`src/rtl/trace_scheduler_pkg.sv`:
```
// Shared types and constants for the column trace scheduler and the tracer side.
package trace_pkg;

    localparam int COL_W    = 10;
    localparam int HEIGHT_W = 8;

    localparam int DEF_NUM_COLS       = 640;
    localparam int DEF_MAX_HEIGHT     = 240;
    localparam int DEF_TIMEOUT_CYCLES = 63;

    typedef enum logic [1:0] {
        ST_IDLE  = 2'd0,
        ST_ISSUE = 2'd1,
        ST_WAIT  = 2'd2,
        ST_WRITE = 2'd3
    } sched_state_t;

endpackage

```
`src/rtl/trace_scheduler_if.sv`:
```
// Tracer request/response and column-buffer write bundle between scheduler and its neighbours.
interface trace_scheduler_if;

    logic                             trc_start;
    logic [trace_pkg::COL_W-1:0]      trc_column;
    logic                             trc_done;
    logic                             trc_side;
    logic [trace_pkg::HEIGHT_W-1:0]   trc_height;

    logic                             buf_we;
    logic                             buf_bank;
    logic [trace_pkg::COL_W-1:0]      buf_addr;
    logic                             buf_side;
    logic [trace_pkg::HEIGHT_W-1:0]   buf_height;

    // Scheduler side: issues trace requests and writes the column buffer.
    modport master (
        output trc_start, trc_column, buf_we, buf_bank, buf_addr, buf_side, buf_height,
        input  trc_done, trc_side, trc_height
    );

    // Tracer/buffer side.
    modport slave (
        input  trc_start, trc_column, buf_we, buf_bank, buf_addr, buf_side, buf_height,
        output trc_done, trc_side, trc_height
    );

endinterface

```
`src/rtl/trace_scheduler_height_clamp.sv`:
```
// Combinational wall-height clamp: zero becomes 1, anything taller than MAX_HEIGHT saturates.
module height_clamp
    import trace_pkg::*;
#(
    parameter int MAX_HEIGHT = DEF_MAX_HEIGHT
) (
    input  logic [HEIGHT_W-1:0] raw_height,
    output logic [HEIGHT_W-1:0] clamped_height
);

    localparam logic [HEIGHT_W-1:0] MAX_H = HEIGHT_W'(MAX_HEIGHT);

    // A zero-height wall would vanish on screen, so it is drawn as one pixel.
    always_comb begin
        clamped_height = raw_height;
        if (raw_height == '0) begin
            clamped_height = HEIGHT_W'(1);
        end else if (raw_height > MAX_H) begin
            clamped_height = MAX_H;
        end
    end

endmodule

```
`src/rtl/trace_scheduler.sv`:
```
// Walks every column of a frame through the tracer and writes the results into the
// back bank of a double-buffered column store, swapping banks once the frame is complete.
module trace_scheduler
    import trace_pkg::*;
#(
    parameter int NUM_COLS       = DEF_NUM_COLS,
    parameter int MAX_HEIGHT     = DEF_MAX_HEIGHT,
    parameter int TIMEOUT_CYCLES = DEF_TIMEOUT_CYCLES
) (
    input  logic              clk,
    input  logic              reset_n,
    input  logic              enable,
    input  logic              frame_start,
    trace_scheduler_if.master bus,
    output logic              front_bank,
    output logic              frame_ready,
    output logic              overrun
);

    localparam logic [COL_W-1:0] LAST_COL = COL_W'(NUM_COLS - 1);
    localparam int               TMO_W    = (TIMEOUT_CYCLES < 2) ? 1 : $clog2(TIMEOUT_CYCLES);
    localparam logic [TMO_W-1:0] TMO_LAST = TMO_W'(TIMEOUT_CYCLES - 1);

    sched_state_t        state_q;
    sched_state_t        state_d;
    logic [COL_W-1:0]    column_q;
    logic [TMO_W-1:0]    tmo_cnt_q;
    logic                side_q;
    logic [HEIGHT_W-1:0] height_q;
    logic [HEIGHT_W-1:0] height_clamped;

    logic start_frame;
    logic issue;
    logic capture;
    logic timed_out;
    logic tmo_step;
    logic write_col;
    logic last_write;

    height_clamp #(
        .MAX_HEIGHT (MAX_HEIGHT)
    ) u_clamp (
        .raw_height     (bus.trc_height),
        .clamped_height (height_clamped)
    );

    // State register.
    always_ff @(posedge clk or negedge reset_n) begin
        if (!reset_n) begin
            state_q <= ST_IDLE;
        end else begin
            state_q <= state_d;
        end
    end

    // Next state and per-state strobes; enable low parks the FSM in IDLE with no strobes.
    always_comb begin
        state_d     = state_q;
        start_frame = 1'b0;
        issue       = 1'b0;
        capture     = 1'b0;
        timed_out   = 1'b0;
        tmo_step    = 1'b0;
        write_col   = 1'b0;
        if (!enable) begin
            state_d = ST_IDLE;
        end else begin
            case (state_q)
                ST_IDLE: begin
                    if (frame_start) begin
                        start_frame = 1'b1;
                        state_d     = ST_ISSUE;
                    end
                end
                ST_ISSUE: begin
                    issue   = 1'b1;
                    state_d = ST_WAIT;
                end
                ST_WAIT: begin
                    if (bus.trc_done) begin
                        capture = 1'b1;
                        state_d = ST_WRITE;
                    end else if (tmo_cnt_q == TMO_LAST) begin
                        timed_out = 1'b1;
                        state_d   = ST_WRITE;
                    end else begin
                        tmo_step = 1'b1;
                    end
                end
                ST_WRITE: begin
                    write_col = 1'b1;
                    state_d   = (column_q == LAST_COL) ? ST_IDLE : ST_ISSUE;
                end
                default: state_d = ST_IDLE;
            endcase
        end
    end

    assign last_write = write_col && (column_q == LAST_COL);

    // Column walk, timeout count, captured tracer result, bank swap and status flags.
    always_ff @(posedge clk or negedge reset_n) begin
        if (!reset_n) begin
            column_q    <= '0;
            tmo_cnt_q   <= '0;
            side_q      <= 1'b0;
            height_q    <= '0;
            front_bank  <= 1'b0;
            frame_ready <= 1'b0;
            overrun     <= 1'b0;
        end else begin
            frame_ready <= last_write;
            if (last_write) begin
                front_bank <= ~front_bank;
            end
            if (!enable || start_frame || last_write) begin
                column_q <= '0;
            end else if (write_col) begin
                column_q <= column_q + COL_W'(1);
            end
            if (issue) begin
                tmo_cnt_q <= '0;
            end else if (tmo_step) begin
                tmo_cnt_q <= tmo_cnt_q + TMO_W'(1);
            end
            if (capture) begin
                side_q   <= bus.trc_side;
                height_q <= height_clamped;
            end else if (timed_out) begin
                side_q   <= 1'b0;
                height_q <= HEIGHT_W'(1);
            end
            if ((frame_start && (state_q != ST_IDLE)) || timed_out) begin
                overrun <= 1'b1;
            end
        end
    end

    assign bus.trc_start  = issue;
    assign bus.trc_column = column_q;
    assign bus.buf_we     = write_col;
    assign bus.buf_bank   = ~front_bank;
    assign bus.buf_addr   = column_q;
    assign bus.buf_side   = write_col ? side_q : 1'b0;
    assign bus.buf_height = write_col ? height_q : '0;

endmodule

```
`src/flat_wrapper.sv`:
```
// flat-port wrapper written by rule: the top's interface ports become plain ports
module trace_scheduler_flat import trace_pkg::*;
#(
    parameter int NUM_COLS       = DEF_NUM_COLS,
    parameter int MAX_HEIGHT     = DEF_MAX_HEIGHT,
    parameter int TIMEOUT_CYCLES = DEF_TIMEOUT_CYCLES
)
  (clk, reset_n, enable, frame_start, front_bank, frame_ready, overrun, bus_trc_start, bus_trc_column, bus_buf_we, bus_buf_bank, bus_buf_addr, bus_buf_side, bus_buf_height, bus_trc_done, bus_trc_side, bus_trc_height);
  trace_scheduler_if bus_i ();
  input  logic clk;
  input  logic reset_n;
  input  logic enable;
  input  logic frame_start;
  output logic front_bank;
  output logic frame_ready;
  output logic overrun;
  output wire logic [$bits(bus_i.trc_start)-1:0] bus_trc_start;
  output wire logic [$bits(bus_i.trc_column)-1:0] bus_trc_column;
  output wire logic [$bits(bus_i.buf_we)-1:0] bus_buf_we;
  output wire logic [$bits(bus_i.buf_bank)-1:0] bus_buf_bank;
  output wire logic [$bits(bus_i.buf_addr)-1:0] bus_buf_addr;
  output wire logic [$bits(bus_i.buf_side)-1:0] bus_buf_side;
  output wire logic [$bits(bus_i.buf_height)-1:0] bus_buf_height;
  input wire logic [$bits(bus_i.trc_done)-1:0] bus_trc_done;
  input wire logic [$bits(bus_i.trc_side)-1:0] bus_trc_side;
  input wire logic [$bits(bus_i.trc_height)-1:0] bus_trc_height;
  assign bus_trc_start = bus_i.trc_start;
  assign bus_trc_column = bus_i.trc_column;
  assign bus_buf_we = bus_i.buf_we;
  assign bus_buf_bank = bus_i.buf_bank;
  assign bus_buf_addr = bus_i.buf_addr;
  assign bus_buf_side = bus_i.buf_side;
  assign bus_buf_height = bus_i.buf_height;
  assign bus_i.trc_done = bus_trc_done;
  assign bus_i.trc_side = bus_trc_side;
  assign bus_i.trc_height = bus_trc_height;
  trace_scheduler #(.NUM_COLS(NUM_COLS), .MAX_HEIGHT(MAX_HEIGHT), .TIMEOUT_CYCLES(TIMEOUT_CYCLES)) u_core (.clk(clk), .reset_n(reset_n), .enable(enable), .frame_start(frame_start), .bus(bus_i), .front_bank(front_bank), .frame_ready(frame_ready), .overrun(overrun));
endmodule
```
`config.mk`:
```
export PLATFORM = sky130hd
export DESIGN_NAME = trace_scheduler_flat
export DESIGN_NICKNAME = d
export VERILOG_FILES = /design/src/rtl/trace_scheduler_pkg.sv /design/src/rtl/trace_scheduler_if.sv /design/src/rtl/trace_scheduler_height_clamp.sv /design/src/rtl/trace_scheduler.sv /design/src/flat_wrapper.sv
export SDC_FILE = /design/constraint.sdc
export NUM_CORES = 1
export LEC_CHECK = 0
export ABC_AREA = 1
export ABC_CLOCK_PERIOD_IN_PS = 2300
export BUFFER_PORTS_ARGS = -buffer_cell sky130_fd_sc_hd__buf_2
export CAP_MARGIN = 20
export CORE_UTILIZATION = 46
export DETAILED_ROUTE_END_ITERATION = 7
export PLACE_DENSITY_LB_ADDON = 0.1
export SKIP_CTS_REPAIR_TIMING = 1
export SYNTH_ARGS = -nofsm -noshare
export SYNTH_HDL_FRONTEND = slang
export SYNTH_SLANG_ARGS = --single-unit
```
`constraint.sdc`:
```
create_clock -name clk -period 2.3 [get_ports clk]
set_input_delay 0.115 -clock clk [delete_from_list [all_inputs] [get_ports clk]]
set_output_delay 0.115 -clock clk [all_outputs]
set_load 0.005 [all_outputs]
```
# == After elaboration in Yosys (flattened, before gate mapping) ==
# Index checks and enable logic that the tools add are counted.
# totals
regBits,30
input_bits,14
output_inout_bits,35
elab_cells,68
# op_classes
addsub,2
n_lt_le_gt_ge,1
eq_ne,7
n_mux,36
bitwise_logic,1
reduce_logical,13
# op_table
operator,n
2-to-1 mux 8 bit,5
2-to-1 mux 1 bit,22
2-to-1 mux 10 bit,2
2-to-1 mux 6 bit,2
"adder 10 x 1 -> 10 bit, second input constant",1
"== test 10 bit, second input constant",1
"greater-than comparator 8 bit, second input constant",1
logical NOT 8 bit,1
2-to-1 mux 2 bit,4
one-hot mux 2 bit (4 select lines),1
nonzero test 2 bit,4
"adder 6 x 1 -> 6 bit, second input constant",1
"== test 6 bit, second input constant",1
"== test 2 bit, second input constant",2
"inequality test 4 x 3 -> 1 bit, second input constant",1
logical OR 1 bit,3
"inequality test 3 bit, second input constant",1
"== test 2 x 1 -> 1 bit, second input constant",1
logical AND 1 bit,2
logical NOT 2 bit,1
AND reduction 2 bit,1
logical NOT 1 bit,1
NOT 1 bit,1

# == Depth between registers and ports, before layout ==
# Gate-level depths: netlist of run 1.
# depth
depth_word,7
ltp_mapped,10

# == Cells and area by module ==
# Synthesis of run 1 repeated with hierarchy kept, for this count alone.
# hier_totals
cells_unflattened,246
area_unflattened_um2,1831.8
# modules_own_cells
mod,instances,cells_per_inst,area_per_inst_um2
trace_scheduler,1,219,1722.9
height_clamp,1,27,108.9

# == Worst setup path before layout of run 1 ==
# No wires, ideal clock.
# synth_path
path_kind,register -> register
from,register u_core.state_q[0]
to,register u_core.tmo_cnt_q[4]
setup_ns,0.126
t_arrival_ns,1.223
t_required_ns,2.174
setup_slack_ns,0.951
path_stages_with_launch,10
path_buffers,0
synth_period_minus_slack_ns,1.349
path_cell_list,dfrtp_1 -> inv_1 -> ha_1 -> nand2_4 -> nor2_8 -> inv_2 -> nor2_8 -> nor2_8 -> nand2_1 -> o21ai_0
# synth_via
elab_chain_len,4
# synth_rtl
element,line_no,text
from (decl),trace_scheduler.sv:24,sched_state_t state_q;
from (signal assigned),trace_scheduler.sv:52,state_q <= state_d;
== test 2 x 1 -> 1 bit / == test 2 bit (equally long branches),trace_scheduler.sv:68,case (state_q)
2-to-1 mux 1 bit,trace_scheduler.sv:68,
2-to-1 mux 1 bit,trace_scheduler.sv:65,if (!enable) begin
2-to-1 mux 6 bit / nonzero test 2 bit (equally long branches),--,
to (signal assigned),trace_scheduler.sv:124,tmo_cnt_q <= tmo_cnt_q + TMO_W'(1);
to (decl),trace_scheduler.sv:27,logic [TMO_W-1:0] tmo_cnt_q;
# Several ways; a longest one is shown, not always the timed one.
# A chain may end at the register's enable or synchronous reset.

# == Final worst setup path of run 1 ==
# layout_path
from,register u_core.state_q[0]
to,output bus_buf_we
# layout_via
elab_chain_len,3
# layout_rtl
element,line_no,text
== test 2 bit,trace_scheduler.sv:68,
2-to-1 mux 1 bit,trace_scheduler.sv:68,
2-to-1 mux 1 bit,trace_scheduler.sv:65,
to (decl),flat_wrapper.sv:19,output wire logic [$bits(bus_i.buf_we)-1:0] bus_buf_we;
# No other way between the ends.

==> results of run 1 <==
[area by class of cell]
| cell class | instances | area, um^2 |
|---|---|---|
| fill | 370 | 1580 |
| multi-input combinational | 152 | 833 |
| clock buffer | 7 | 86.3 |
| timing repair buffer | 49 | 250 |
| tap | 48 | 60.1 |
| inverter | 40 | 150 |
| clock inverter | 1 | 5.00 |
| sequential | 30 | 751 |
[worst max-delay path, cell delays in order, from the launching register on]
cell and delay, ns:
dfrtp_1 0.42, ha_1 0.24, nand2_1 0.31, inv_1 0.16, buf_2 0.16
[where the power goes]
part	internal [W]	leakage (nW)	switching (W)
sequential	0.000639	0.387	0.0000621
clock	0.000241	0.0482	0.000192
combinational	0.000147	0.781	0.000267
[stage by stage]
stage / setup WS (ns) / std cells
finish: 0.615 / 327
floorplan: 0.951 / 234
detailed placement: 0.648 / 318
global placement: 0.696 / 318
global route: 0.425 / 327
CTS: 0.584 / 326
[logic make-up (layout without fill, tap and decap cells)]
logic type | Yosys count | in the layout | synth area share [%]
and+or+nand+nor | 119 | 119 | 32.8
buffers and inverters | 52 | 97 | 13.0
AOI/OAI and AO/OA | 22 | 22 | 6.18
adders and majority gates | 7 | 7 | 4.81
DFF | 30 | 30 | 41.2
xor gates and xnor gates | 4 | 4 | 1.92
[worst max-delay path by stage]
stage,startpoint,end,cells after the start
2_1_floorplan,u_core.state_q[0]$_DFFE_PN0P_,u_core.tmo_cnt_q[4]$_DFFE_PN0P_,9
6_report,u_core.state_q[0]$_DFFE_PN0P_,bus_buf_we,4
4_1_cts,u_core.state_q[0]$_DFFE_PN0P_,bus_buf_we,4
3_3_place_gp,u_core.state_q[0]$_DFFE_PN0P_,u_core.bus.buf_addr[9]$_DFFE_PN0P_,8
5_1_grt,u_core.state_q[0]$_DFFE_PN0P_,u_core.bus.buf_addr[9]$_DFFE_PN0P_,8
3_5_place_dp,u_core.state_q[0]$_DFFE_PN0P_,u_core.bus.buf_addr[9]$_DFFE_PN0P_,8
[Yosys cell counts (all sizes together)]
| library cell | n | area (um^2) |
|---|---|---|
| ha | 7 | 87.6 |
| a21o | 1 | 7.51 |
| xor2 | 4 | 35.0 |
| nor3 | 2 | 10.0 |
| o21ai | 17 | 85.1 |
| a21oi | 4 | 20.0 |
| inv | 40 | 150 |
| nand4 | 9 | 56.3 |
| nand2 | 59 | 234 |
| buf | 12 | 87.6 |
| nor2 | 31 | 190 |
| nand3b | 1 | 7.51 |
| nand3 | 17 | 100 |
| dfrtp | 30 | 751 |
[sequential cells by signal (all words and copies together) (netlist names)]
signal,count
u_core.tmo_cnt_q,6
u_core.side_q,1
u_core.frame_ready,1
u_core.front_bank,1
u_core.overrun,1
u_core.height_q,8
u_core.state_q,2
u_core.bus.buf_addr,10
[layer usage]
layer  wire (um)  part of all wire (%)
met2        1530                    44
met3         189                   5.4
met1        1690                    49
met4          59                   1.7
met5           0                     0
==> flow_summary.yaml, run 1 <==
routing:
  via_per_inst: 4.71
  vias: 1539
  drt-total-wl_um: 3470
  route.detailed.drc: 0
  drt_iter0_drc: 93
  wl_per_cell_um: 10.6
  dr.pass1.iters: 4
  ant_nets: 0
floorplanning:
  die_w_um: 64.9
  initial_core_util_pct: 49.0
  die_h_um: 64.9
  io_pins: 49
  fp-row-count: 22
  die-area_um2: 4220
  core_area_um2: 3720
run:
  max_cap_violations: 0
layout:
  fin_area_um2: 2140
  layout_common_cells: "56 x nand2_1, 48 x buf_2, 39 x inv_1"
  nNetsFinal: 299
  finalCoreUtilization_pct: 57.5
  area_delta_synth_final_pct: 17.2
  final_common_cell: "nand2_1"
  drive_gt1_share_pct: 24.7
  n_antenna_cell: 0
global_routing:
  grt.total_usage_pct: 19.3
  use_met3_pct: 6.16
  antenna_found_initial: 0
  grt_max_degree: 31
  grt_first_pass_wirelength_um: 6020
  grt.met2_usage_pct: 28.6
  grt_use_met1_pct: 24.8
  grt_pass1_vias: 1369
  busiest_layer: "met2"
  gr-total-overflow: 0
critical_path:
  r2r_end: "u_core.bus.buf_addr[9]$_DFFE_PN0P_"
  r2r_setup_slack_ns: 0.65
  criticalPathCategory: "flip-flop to output port"
  r2r_cells: 8
  cp_max_fo: 11
  crit_path_end_kind: "output port"
  cp.required_ns: 2.18
  cp.arrival_ns: 1.57
  reg2reg_from: "u_core.state_q[0]$_DFFE_PN0P_"
  cp-start-kind: "flip-flop"
clock_tree:
  cts_tree: "yes"
  cts.path.max_buffers: 2
  cts_buffers: 5
  clock_tree.root_cell: "clkbuf_8"
  clk_latency_ns: 0.28
  cts-htree-levels: 2
  cts.sinks: 30
  clkTransAtPathRegs_ns: 0.06
sta:
  min_period_ns: 1.68
  fmax_mhz: 594
  max-slew-margin-rel_pct: 54.7
  rsz0062_at_grt: "false"
  fin_skew_ns: 0.00490
  timing.final.crit_share_pct: 73.2
  finalHoldViolCount: 0
  whs_ns: 0.0615
  worst_pin_slew_ns: 0.680
  finalSetupViolCount: 0
  slew_viol_final: 0
  final.setup.tns_ns: 0
logic_synthesis:
  yosysSeqAreaShare_pct: 41.2
  ys_types: 23
  syn_inst: 234
  syn_nets: 255
  yosys_warnings: 0
  mappedNetlistArea_um2: 1820
  ys_ff_latch: 30
  syn_avg_cell_area_um2: 7.79
worst_hold_path:
  min_delay_worst_endpoint: "u_core.side_q$_DFFE_PN0P_"
  worstHoldStart: "bus_trc_side"
  hold_path_class: "input port to flip-flop"
  hold_path_depth: 3
power:
  p_total_w: 0.00155
  p_leak_nw: 1.22
  powerDensity_nw_per_um2: 725
  irDropWorstVdd_mv: 0.381
placed_design:
  hpwl_um: 2580
  port_buffers: 48
  globalplace.congestion: 0.736
  place_area_um2: 2030
outcome:
  status: "finished, final reports clean"
Power figures use the tool's default switching activity.
==> inputs of run 2 (changes only) <==
--- a/config.mk
+++ b/config.mk
@@ -5,8 +5,8 @@
 export SDC_FILE = /design/constraint.sdc
 export NUM_CORES = 1
 export LEC_CHECK = 0
-export ABC_AREA = 1
-export ABC_CLOCK_PERIOD_IN_PS = 2300
+export ABC_AREA = 0
+export ABC_CLOCK_PERIOD_IN_PS = 1800
 export BUFFER_PORTS_ARGS = -buffer_cell sky130_fd_sc_hd__buf_2
 export CAP_MARGIN = 20
 export CORE_UTILIZATION = 46
==> constraint.sdc (replaced) <==
create_clock -name clk -period 1.8 [get_ports clk]
set_input_delay 0.09 -clock clk [delete_from_list [all_inputs] [get_ports clk]]
set_output_delay 0.09 -clock clk [all_outputs]
set_load 0.005 [all_outputs]
==> run 2 against run 1 <==
Compared with the run above: first-iteration DRC count is 8.6% higher; routed wire length rose by 2.5%; critical path depth rose by 2; non-clock buffer count is 6 higher; sequential share of layout area increased by 1.3 points; highest routed layer unchanged; area after synthesis fell by 5.1%; register-to-register slack worse by 0.52 ns; combinational power grew 3%; global-route usage grew 0.24 points; final cell count decreased by 19%; final area is 3.6% lower; worst setup slack worse by 0.49 ns.
==> flow_summary.yaml, run 2 <==
floorplanning:
  die-area_um2: 4010
  initial_core_util_pct: 49.9
  core_area_um2: 3470
  die_w_um: 63.3
  die_h_um: 63.3
  io_pins: 49
  fp-row-count: 21
critical_path:
  criticalPathCategory: "flip-flop to flip-flop"
  cp_max_fo: 9
  cp-start-kind: "flip-flop"
  cp.arrival_ns: 1.87
  cp.required_ns: 2.00
  crit_path_end_kind: "flip-flop"
logic_synthesis:
  syn_avg_cell_area_um2: 10.0
  netlist_top_cells_area: "dfrtp_1 43%, ha_1 5.1%, buf_4 4.8%, and3_1 4.3%, a22o_1 4.1%"
  yosys.area.top_type_share_pct: 43.4
  syn_inst: 173
  ys_ff_latch: 30
  mappedNetlistArea_um2: 1730
  async_flop_share_pct: 100
  synth_top_area_cell: "dfrtp_1"
  yosysSeqAreaShare_pct: 43.4
  yosysMostFrequentCell: "dfrtp_1"
  syn_nets: 194
  ys_types: 43
  synthFlopType: "dfrtp_1"
  synth_common_cells: "30 x dfrtp_1, 14 x nor2_1, 13 x nand2_1"
  synth_edf_count: 0
  yosys_warnings: 0
sta:
  fin_ws_ns: 0.129
  fin_skew_ns: 0.00973
  finalSetupViolCount: 0
  fmax_mhz: 598
  finalHoldViolCount: 0
  worst_pin_slew_ns: 0.672
  timing.final.crit_share_pct: 92.9
  slew_viol_final: 0
  rsz0062_at_grt: "false"
  min_period_ns: 1.67
  max-slew-margin-rel_pct: 55.2
  final.setup.tns_ns: 0
global_routing:
  gr-total-overflow: 0
  grt.total_usage_pct: 19.5
  grt_first_pass_wirelength_um: 6090
  grt_max_degree: 31
  antenna_found_initial: 0
  grt_pass1_vias: 1317
clock_tree:
  clk_latency_ns: 0.28
  cts.sinks: 30
  clock_tree.root_cell: "clkbuf_8"
  cts-htree-levels: 2
  cts_buffers: 5
  cts.path.max_buffers: 2
  clkTransAtPathRegs_ns: 0.07
  cts_tree: "yes"
outcome:
  status: "finished, final reports clean"
worst_hold_path:
  hold_path_class: "input port to flip-flop"
routing:
  via_per_inst: 5.31
  ant_nets: 0
  drt_iter0_drc: 101
  dr.pass1.iters: 4
  vias: 1402
  route.detailed.drc: 0
  drt-total-wl_um: 3560
  wl_per_cell_um: 13.5
run:
  max_cap_violations: 0
layout:
  area_delta_synth_final_pct: 19.0
  n_antenna_cell: 0
  drive_gt1_share_pct: 33.0
  largest_reg_flops: 10
  final_common_cell: "buf_2"
  nFillCells: 308
  layout_common_cells: "48 x buf_2, 30 x dfrtp_1, 14 x nor2_1"
  nNetsFinal: 238
placed_design:
  dpl_worst_slack_ns: 0.0287
  port_buffers: 48
  hpwl_um: 2520
  globalplace.congestion: 0.856
power:
  powerDensity_nw_per_um2: 917
  irDropWorstVdd_mv: 0.492
  p_leak_nw: 1.08
-- run 2: changes by cell type after synthesis, moves of 4 or more --
cell | before | now
nand2_1 | 56 | 13
inv_1 | 39 | 8
and3_1 | 0 | 12
nand3_1 | 14 | 3
nor2_1 | 24 | 14
a22o_1 | 0 | 8
nand4_1 | 9 | 1
o21ai_0 | 11 | 3
o211ai_1 | 0 | 5
o21ai_1 | 6 | 1
xnor2_1 | 0 | 4
xor2_1 | 4 | 8
-- run 2: through the flow --
step           power [W]  hold WS [ns]  util, %  instances  cell area [um^2]
2_1_floorplan    0.00120        -0.206        -        173              1730
3_3_place_gp     0.00129         0.166     56.1        255              1950
3_5_place_dp     0.00132         0.177     56.1        255              1950
4_1_cts          0.00189        -0.134     58.7        263              2040
5_1_grt          0.00200        0.0377     59.3        264              2060
6_report         0.00189        0.0359     59.3        264              2060
-- run 2: critical path, cell delays in order (launching register included) --
cell and delay (ns):
dfrtp_1 0.43, inv_1 0.13, ha_2 0.24, a21bo_4 0.20
o21ai_2 0.08, or3_1 0.35, a21oi_1 0.15
-- run 2: metal layers --
layer / GRT usage, % / share of wire, %
met5: 0 / 0
met4: 5.97 / 1.6
met3: 6.70 / 5.4
met2: 31.0 / 47
met1: 24.9 / 46
-- run 2: path summary, 6_finish.rpt --
check	startpoint	end	slack, ns	cells after the start
worst max-delay path	u_core.state_q[0]$_DFFE_PN0P_	u_core.bus.buf_addr[8]$_DFFE_PN0P_	0.13	6
worst min-delay path	bus_trc_side	u_core.side_q$_DFFE_PN0P_	0.04	2
worst max register to register	u_core.state_q[0]$_DFFE_PN0P_	u_core.bus.buf_addr[8]$_DFFE_PN0P_	0.13	6
worst min register to register	u_core.overrun$_DFFE_PN0P_	u_core.overrun$_DFFE_PN0P_	0.48	1
max in group asynchronous	reset_n	u_core.overrun$_DFFE_PN0P_	0.98	2
min in group asynchronous	reset_n	u_core.bus.buf_addr[0]$_DFFE_PN0P_	0.38	2
-- run 2: where the power goes --
part | total [W] | leakage (nW) | internal [W] | switching (W)
sequential | 0.000898 | 0.393 | 0.000807 | 0.0000905
clock | 0.000560 | 0.0482 | 0.000308 | 0.000252
combinational | 0.000429 | 0.642 | 0.000201 | 0.000228
total | 0.00189 | 1.08 | 0.00132 | 0.000571
-- run 2: kinds of logic after synthesis --
family                     synth area share [%]
and+or+nand+nor                            20.9
AOI/OAI and AO/OA                          14.9
DFF                                        43.4
buffers and inverters                      9.04
xor gates and xnor gates                   6.08
adders and majority gates                  5.06
muxes                                     0.579
-- run 2: final cells by class --
cell class | instances | area [um^2] | area share (%)
clock inverters | 1 | 5.00 | 0.243
repair buffers | 55 | 295 | 14.3
multi-input cells | 117 | 833 | 40.5
well taps | 46 | 57.6 | 2.80
inverters | 8 | 30.0 | 1.46
clock buffers | 7 | 86.3 | 4.19
flip-flops and latches | 30 | 751 | 36.5
==> inputs of run 3 (changes only) <==
--- a/config.mk
+++ b/config.mk
@@ -9,7 +9,9 @@
 export ABC_CLOCK_PERIOD_IN_PS = 1800
 export BUFFER_PORTS_ARGS = -buffer_cell sky130_fd_sc_hd__buf_2
 export CAP_MARGIN = 20
-export CORE_UTILIZATION = 46
+export CELL_PAD_IN_SITES_DETAIL_PLACEMENT = 1
+export CELL_PAD_IN_SITES_GLOBAL_PLACEMENT = 2
+export CORE_UTILIZATION = 31
 export DETAILED_ROUTE_END_ITERATION = 7
 export PLACE_DENSITY_LB_ADDON = 0.1
 export SKIP_CTS_REPAIR_TIMING = 1
==> constraint.sdc (replaced) <==
create_clock -name clk -period 1.8 [get_ports clk]
set_input_delay 0.09 -clock clk [delete_from_list [all_inputs] [get_ports clk]]
set_output_delay 0.09 -clock clk [all_outputs]
set_load 0.1 [all_outputs]
==> run 3 against run 2 <==
Compared with the run above: sequential share of layout area decreased by 2.6 points; die area increased by 47%; worst setup slack got worse by 0.016 ns; maximum frequency decreased by 0.97%; utilization decreased by 16 points; final area increased by 9.8%; final cell count increased by 8.7%.
==> flow_summary.yaml, run 3 (synthesized netlist as in run 2, its figures left out) <==
routing:
  vias: 1470
  drt_iter0_drc: 70
  via_per_inst: 5.12
  dr.pass1.iters: 4
  ant_nets: 0
  drt-total-wl_um: 4460
  wl_per_cell_um: 15.5
  route.detailed.drc: 0
floorplanning:
  die_h_um: 76.7
  fp-row-count: 26
  initial_core_util_pct: 33.0
  die_w_um: 76.7
  die-area_um2: 5880
  core_area_um2: 5240
  io_pins: 49
sta:
  max-slew-margin-rel_pct: 53.8
  worst_pin_slew_ns: 0.693
  min_period_ns: 1.69
  fmax_mhz: 592
  finalSetupViolCount: 0
  finalHoldViolCount: 0
  slew_viol_final: 0
  fin_skew_ns: 0.00497
  rsz0062_at_grt: "false"
  final.setup.tns_ns: 0
  timing.final.crit_share_pct: 93.8
power:
  powerDensity_nw_per_um2: 908
  irDropWorstVdd_mv: 0.411
  p_leak_nw: 1.07
layout:
  layoutNonFillerInstCount: 287
  final_common_cell: "buf_2"
  n_antenna_cell: 0
  drive_gt1_share_pct: 38.7
  finalCoreUtilization_pct: 43.2
  area_delta_synth_final_pct: 30.8
  largest_reg_flops: 10
  layout_common_cells: "37 x buf_2, 18 x dfrtp_1, 13 x nand2_1, 13 x nor2_1"
  nNetsFinal: 237
run:
  max_cap_violations: 0
placed_design:
  hpwl_um: 3340
  globalplace.congestion: 0.798
  dp.cells: 278
  port_buffers: 48
critical_path:
  cp.required_ns: 2.00
  cp-start-kind: "flip-flop"
  cp_max_fo: 9
  crit_path_end_kind: "flip-flop"
  cp.arrival_ns: 1.89
  criticalPathCategory: "flip-flop to flip-flop"
clock_tree:
  cts.sinks: 30
  clkTransAtPathRegs_ns: 0.06
  cts_tree: "yes"
  cts.path.max_buffers: 2
  clk_latency_ns: 0.28
  clock_tree.root_cell: "clkbuf_8"
  cts_buffers: 5
  cts-htree-levels: 2
global_routing:
  grt.total_usage_pct: 16.2
  grt_pass1_vias: 1497
  grt_max_degree: 31
  antenna_found_initial: 0
  gr-total-overflow: 0
  grt_first_pass_wirelength_um: 7310
worst_hold_path:
  hold_path_class: "input port to flip-flop"
outcome:
  status: "finished, final reports clean"
-- run 3: power by group --
part           internal, W  switching, W
clock             0.000311      0.000244
combinational     0.000227      0.000370
sequential        0.000810     0.0000903
total              0.00135      0.000704
-- run 3: area by class of cell --
cell class | count | area, um^2
well taps | 70 | 87.6
repair buffers | 54 | 440
clock buffers | 8 | 90.1
fillers | 618 | 2980
multi-input cells | 117 | 843
inverters | 8 | 33.8
flip-flops and latches | 30 | 766
-- run 3: path summary, 6_finish.rpt --
| path | start | end | slack [ns] | cells past startpoint |
|---|---|---|---|---|
| worst max-delay path | u_core.state_q[0]$_DFFE_PN0P_ | u_core.bus.buf_addr[9]$_DFFE_PN0P_ | 0.11 | 6 |
| worst min register to register | u_core.side_q$_DFFE_PN0P_ | u_core.side_q$_DFFE_PN0P_ | 0.49 | 1 |
| min in group asynchronous | reset_n | u_core.bus.buf_addr[7]$_DFFE_PN0P_ | 0.40 | 2 |
| max in group asynchronous | reset_n | u_core.state_q[0]$_DFFE_PN0P_ | 0.91 | 2 |
| worst min-delay path | bus_trc_height[2] | u_core.height_q[2]$_DFFE_PN0P_ | 0.05 | 2 |
| worst max register to register | u_core.state_q[0]$_DFFE_PN0P_ | u_core.bus.buf_addr[9]$_DFFE_PN0P_ | 0.11 | 6 |
-- run 3: per-layer routing --
| metal | GRT usage [%] | wire (um) | up-vias |
|---|---|---|---|
| li1 | - | - | 690 |
| met1 | 19.5 | 2050 | 742 |
| met2 | 27.2 | 2210 | 33 |
| met3 | 4.05 | 127 | 5 |
| met4 | 6.92 | 74 | 0 |
| met5 | 0 | 0 | - |
-- run 3: critical path, cell delays in order, from the launching register on --
cell	delay, ns
dfrtp_2	0.44
inv_1	0.13
ha_2	0.25
a21bo_4	0.20
o21ai_1	0.08
or3_1	0.35
a21oi_1	0.16
-- run 3: metrics by stage --
stage / area, um^2 / worst slack, ns / hold slack, ns / power (W)
4_1_cts: 2230 / -0.0626 / -0.129 / 0.00207
3_5_place_dp: 2140 / -0.0485 / 0.183 / 0.00149
2_1_floorplan: 1750 / -0.0864 / -0.206 / 0.00132
5_1_grt: 2260 / 0.00851 / 0.0494 / 0.00220
3_3_place_gp: 2140 / 0.111 / 0.173 / 0.00145
6_report: 2260 / 0.112 / 0.0474 / 0.00205
